===== config.mk =====
export PLATFORM = sky130hd
export DESIGN_NAME = load_store_unit
export DESIGN_NICKNAME = d
export VERILOG_FILES = /design/src/rtl/load_store_unit.sv
export SDC_FILE = /design/constraint.sdc
export NUM_CORES = 1
export LEC_CHECK = 0
export CELL_PAD_IN_SITES_DETAIL_PLACEMENT = 1
export CELL_PAD_IN_SITES_GLOBAL_PLACEMENT = 1
export CORE_UTILIZATION = 32
export CTS_CLUSTER_SIZE = 12
export DETAILED_ROUTE_END_ITERATION = 10
export PLACE_DENSITY = 0.88
export SLEW_MARGIN = 10
export SYNTH_ARGS = -nofsm -noshare
export SYNTH_HDL_FRONTEND = slang
export SYNTH_SLANG_ARGS = --single-unit

===== constraint.sdc =====
create_clock -name CLK -period 2.25 [get_ports CLK]
set_input_delay 0.675 -clock CLK [delete_from_list [all_inputs] [get_ports CLK]]
set_output_delay 0.675 -clock CLK [all_outputs]
set_load 0.01 [all_outputs]

===== src/rtl/load_store_unit.sv =====
// ---------------------------------------------------------------------------
// load_store_unit
//
// Bridges a single-outstanding CPU load/store request onto a simple
// synchronous memory port with combinational read data. Byte and halfword
// accesses are supported. A misaligned halfword is either split into two
// byte accesses (SPLIT_MISALIGNED = 1) or forced aligned by clearing
// addr[0] (SPLIT_MISALIGNED = 0).
//
// Ports
//   CLK, RESET            clock, asynchronous active-high reset
//   req_valid / req_ready request handshake (ready only while idle)
//   req_we, req_size      1 = store / 1 = halfword
//   req_signed            sign-extend byte loads
//   req_addr, req_wdata   byte address, store data
//   resp_valid            one-cycle completion pulse
//   resp_rdata            load result (0 after a store), held until next resp
//   wmem, memc            memory write strobe, 0 = byte / 1 = halfword
//   DAddress, DataIn      memory address, memory write data
//   DataOut               combinational memory read data
// ---------------------------------------------------------------------------
module load_store_unit #(
    parameter int unsigned SPLIT_MISALIGNED = 1
) (
    input  logic        CLK,
    input  logic        RESET,
    input  logic        req_valid,
    output logic        req_ready,
    input  logic        req_we,
    input  logic        req_size,
    input  logic        req_signed,
    input  logic [15:0] req_addr,
    input  logic [15:0] req_wdata,
    output logic        resp_valid,
    output logic [15:0] resp_rdata,
    output logic        wmem,
    output logic [15:0] DAddress,
    output logic [15:0] DataIn,
    output logic        memc,
    input  logic [15:0] DataOut
);

    typedef enum logic [1:0] {StIdle, StAccess, StSplit, StResp} state_e;

    state_e      state_q, state_d;
    logic        we_q, size_q, signed_q;
    logic [15:0] addr_q, wdata_q;
    logic [7:0]  lo_q;      // low byte captured by the first half of a split load
    logic [15:0] rdata_q, rdata_d;

    logic accept;
    logic split_w;
    logic cap_lo;
    logic cap_final;

    assign accept  = req_valid && req_ready;
    assign split_w = (SPLIT_MISALIGNED != 0) && size_q && addr_q[0];

    // Load result formed at the edge that ends the final memory cycle.
    always_comb begin
        rdata_d = 16'h0000;
        if (we_q) begin
            rdata_d = 16'h0000;
        end else if (state_q == StSplit) begin
            rdata_d = {DataOut[7:0], lo_q};
        end else if (size_q) begin
            rdata_d = DataOut;
        end else if (signed_q) begin
            rdata_d = {{8{DataOut[7]}}, DataOut[7:0]};
        end else begin
            rdata_d = {8'h00, DataOut[7:0]};
        end
    end

    always_comb begin
        state_d    = state_q;
        req_ready  = 1'b0;
        resp_valid = 1'b0;
        wmem       = 1'b0;
        memc       = 1'b0;
        DAddress   = 16'h0000;
        DataIn     = 16'h0000;
        cap_lo     = 1'b0;
        cap_final  = 1'b0;
        unique case (state_q)
            StIdle: begin
                req_ready = 1'b1;
                if (req_valid) begin
                    state_d = StAccess;
                end
            end
            StAccess: begin
                wmem = we_q;
                if (split_w) begin
                    DAddress = addr_q;
                    DataIn   = {8'h00, wdata_q[7:0]};
                    cap_lo   = 1'b1;
                    state_d  = StSplit;
                end else begin
                    // Halfword: clearing addr[0] is a no-op when aligned and forces
                    // alignment when splitting is disabled.
                    DAddress  = size_q ? {addr_q[15:1], 1'b0} : addr_q;
                    memc      = size_q;
                    DataIn    = wdata_q;
                    cap_final = 1'b1;
                    state_d   = StResp;
                end
            end
            StSplit: begin
                wmem      = we_q;
                DAddress  = addr_q + 16'd1;
                DataIn    = {8'h00, wdata_q[15:8]};
                cap_final = 1'b1;
                state_d   = StResp;
            end
            StResp: begin
                resp_valid = 1'b1;
                state_d    = StIdle;
            end
            default: begin
                state_d = StIdle;
            end
        endcase
    end

    always_ff @(posedge CLK or posedge RESET) begin
        if (RESET) begin
            state_q  <= StIdle;
            we_q     <= 1'b0;
            size_q   <= 1'b0;
            signed_q <= 1'b0;
            addr_q   <= 16'h0000;
            wdata_q  <= 16'h0000;
            lo_q     <= 8'h00;
            rdata_q  <= 16'h0000;
        end else begin
            state_q <= state_d;
            if (accept) begin
                we_q     <= req_we;
                size_q   <= req_size;
                signed_q <= req_signed;
                addr_q   <= req_addr;
                wdata_q  <= req_wdata;
            end
            if (cap_lo) begin
                lo_q <= DataOut[7:0];
            end
            if (cap_final) begin
                rdata_q <= rdata_d;
            end
        end
    end

    assign resp_rdata = rdata_q;

endmodule

* Word-level counts from Yosys, hierarchy flattened
Index checks and enable logic that the tools add are counted.
Word-level totals: output and inout bits 52, logic and storage cells 38, input bits 54, flip-flop bits (word level) 61
Operators by class: muxes and demuxes 21, reductions and logical operators 4, equality and inequality tests 4, add/sub/neg operators 1
Operators by type and width (number):
- $mux 16 | 5
- $pmux 16 s2 | 2
- $add 16x1->16 const B | 1
- $mux 1 | 11
- $pmux 2 s4 | 1
- $eq 2x2->1 const B | 2
- $eq 2x1->1 const B | 1
- $logic_and 1x1->1 | 2
- $logic_not 2->1 | 1
- $mux 2 | 1
- $ne 2x2->1 const B | 1
- $pmux 1 s2 | 1
- $reduce_or 2->1 | 1

* Depth between registers and ports, before layout
depth in word-level cells 4, gate-level depth with buffers 8, gate-level depth less buffers 6

* Worst setup path before layout
Ideal clock, no wire load.
path kind register -> output, start point register state_q[0], end point output DAddress[5], slack -0.044 ns, data arrival time 1.619 ns, buffers on the path 1, stages on the path, launching flop included 7, data required time 1.575 ns, path through dfrtp_1 > inv_1 > ha_1 > buf_2 > inv_1 > or4_1 > a21boi_1
Between the ends: word-level cells in the longest chain between the ends 2, elaborated cells between the ends (all ways) 3, classes of those cells 2 x eq/ne; 1 x mux
Ends and longest elaborated chain:
- from (decl) | RTL line 45 | state_e state_q, state_d;
- from (signal assigned) | RTL line 128 | state_q <= StIdle;
- from (signal assigned) | RTL line 137 | state_q <= state_d;
- $eq 2x2->1 or $eq 2x1->1 (tied branches) | RTL line 85 | unique case (state_q)
- $pmux 16 s2 (*) | RTL line 85
- to (decl) | RTL line 37 | output logic [15:0] DAddress,
Mark *: on every way between the ends. The rest lies on a longest branch, timed or not.

* Worst setup path in the final report
start point register state_q[1], end point output DAddress[5]
Same word-level chain as after synthesis.

==> flow_summary.yaml <==
die:
  die_x_um: 104
  die_h_um: 104
  ioPinCount: 106
  die_area_mm2: 0.0109
  start_util_pct: 32.8
  core_mm2: 0.0102
  row_count: 37
sta:
  setup_viol: 34
  fmax_mhz: 378
  fin_hold_ws_ns: 0.475
  maxSlewHeadroom_pct: 68.2
  final.setup_skew_ns: 0.0131
  layout_setup_ws_ns: -0.399
  timing.final.crit_share_pct: 118
  maxSlewViolCount: 0
  rsz0062_at_grt: "true"
  hold_violations: 0
  period_minus_slack_ns: 2.65
  worst_pin_slew_ns: 0.475
synth:
  synth.most_common_cell: "dfrtp_1"
  ys_ff_latch: 61
  synth_common_cells: "61 x dfrtp_1, 43 x mux2_2, 23 x nand2_1"
  syn-num-nets: 366
  netlist_area_mm2: 0.00336
  synthArstFlopShare_pct: 100
  avgSynthCellArea_um2: 11.0
  synth_ff_type: "dfrtp_1"
  ys_warn_count: 0
  ys_seq_area_share_pct: 45.5
  synth_cells: 306
  synth_top_area_share_pct: 45.5
  synth_edf_count: 0
  synth_cell_types: 50
  synth_largest_area_cell: "dfrtp_1"
  synthTopCellsByArea: "dfrtp_1 45%, mux2_2 14%, mux2i_1 2.7%, nand2_1 2.6%, a22oi_1 2.5%"
drt:
  vias: 3367
  drt_iter0_drc: 153
  wl_per_cell_um: 23.9
  dr.pass1.iters: 6
  drt-total-wl_mm: 14.8
  final_antenna_net_count: 0
  drc: 0
  vias_per_cell: 5.44
placement:
  io_buffers: 105
  dp_hpwl_mm: 7.55
  post-place-ws_ns: -0.506
  placedCellCount: 568
  placed_area_mm2: 0.00483
  gp_congestion: 0.847
global_route:
  grt_usage_pct: 23.6
  grt_pass1_wl_mm: 19.8
  antenna_found_initial: 0
  grt_max_degree: 62
  overflow: 0
  grt_pass1_vias: 3599
clock_tree:
  cts-root-buf: "clkbuf_8"
  clk_latency_ns: 0.35
  clock_path_buffers: 2
  htreeDepth: 3
  clk_pin_slew_ns: 0.08
  cts_sinks: 61
  cts_tree: "done"
  numCtsBuffers: 9
  postCtsHoldBufs: 0
layout:
  antenna_cells: 0
  fin_nets: 538
  layout-drive-gt1-share_pct: 53.0
  synthToLayoutAreaGrowth_pct: 74.1
  final-instance-count-excl-fill: 619
  final_area_mm2: 0.00585
min_path:
  holdPathEnd: "resp_rdata[7]"
  min_from: "resp_rdata[7]"
  hold_depth: 2
  hp-class: "register to register"
critical_path:
  path_class: "register to primary output"
  crit_required_ns: 1.57
  critPathMaxFanout: 5
  r2r_setup_slack_ns: 0.12
  endpoint_kind: "primary output"
  worstSetupStartpointType: "register"
  reg2reg_depth: 10
  arrival_ns: 1.97
  worstReg2RegEnd: "resp_rdata[15]"
  timing.rr.start: "state_q[0]"
power:
  p_per_area_mw_per_mm2: 1700
  finalPower_mw: 9.92
  p_leak_nw: 2.53
  peakVddDrop_v: 0.000685
status:
  violations: "negative setup slack"
  status: "finished, violations left"
run:
  drv_cap: 0
==> report_power, final <==
group	switching (mW)	internal (mW)	total, mW	leakage (nW)
registers	0.546	1.63	2.18	0.736
logic	3.20	3.51	6.72	1.69
clock network	0.480	0.540	1.02	0.0964
total	4.23	5.69	9.92	2.53
==> cells in the final DEF, fill, tap and decap left out, drive strengths merged, types with 12 or more instances in the layout <==
cell / netlist / routed
buf: 11 / 107
nor2: 14 / 14
nand2: 23 / 23
o21ai: 12 / 12
clkdlybuf4s50: 0 / 69
mux2: 43 / 43
dfrtp: 61 / 61
nor2b: 13 / 13
clkbuf: 10 / 17
==> timing repair <==
action | CTS | global route
setup buffers | 20 | 10
endpoints found under the hold margin | 0 | 0
gates resized for setup | 228 | 65
setup endpoints to repair | 35 | 45
gates cloned | 2 | 6
pin swaps | 28 | 22
==> final cells by class <==
class                      instances  area (um^2)
timing repair buffer             181         1780
clock buffer                      12          145
fill                            1072         4380
inverter                           6         27.5
multi-input combinational        219         2150
sequential                        61         1530
clock inverter                     4         47.5
tap                              136          170
==> layer usage <==
metal	up-vias	global-route usage [%]	routed length [um]
li1	1475	-	-
met1	1732	26.6	5800
met2	122	43.2	7800
met3	38	4.95	680
met4	0	8.67	503
met5	-	0	0
==> how the worst max path moves through the flow <==
stage,cells after the start,start,slack [ns],end
global route,6,addr_q[1],-0.47,DAddress[10]
floorplan,6,state_q[0],0.006,DAddress[5]
finish,8,state_q[1],-0.40,DAddress[5]
CTS,6,state_q[1],-0.31,DAddress[14]
detailed placement,7,state_q[1],-0.51,DAddress[14]
global placement,6,state_q[0],-0.44,DAddress[4]
==> logic make-up after synthesis <==
logic type | share of synthesized area [%]
fa+ha+maj | 2.24
compound gates | 15.5
xor+xnor | 0.783
flops | 45.5
mux | 17.1
buf+inv | 3.69
simple gates | 15.2
==> per-stage QoR <==
stage / TNS, ns / util (%)
2_1_floorplan: 0 / -
3_3_place_gp: -9.11 / 47.2
3_5_place_dp: -11.75 / 47.2
4_1_cts: -5.60 / 52.6
5_1_grt: -11.24 / 57.1
6_report: -9.63 / 57.1
==> state kept, by name, summed over array words and instances, names as in the netlist <==
name,count
we_q,1
resp_rdata,16
signed_q,1
wdata_q,16
size_q,1
state_q,2
lo_q,8
addr_q,16
==> worst max-delay path, cell delays in order, from the launching register on <==
cell,delay (ns)
dfrtp_1,0.44
buf_6,0.14
ha_4,0.17
inv_4,0.05
buf_6,0.13
a31oi_1,0.19
o21ai_0,0.15
a21boi_2,0.19
buf_2,0.16
No activity file was read; power rests on OpenSTA's default activity.
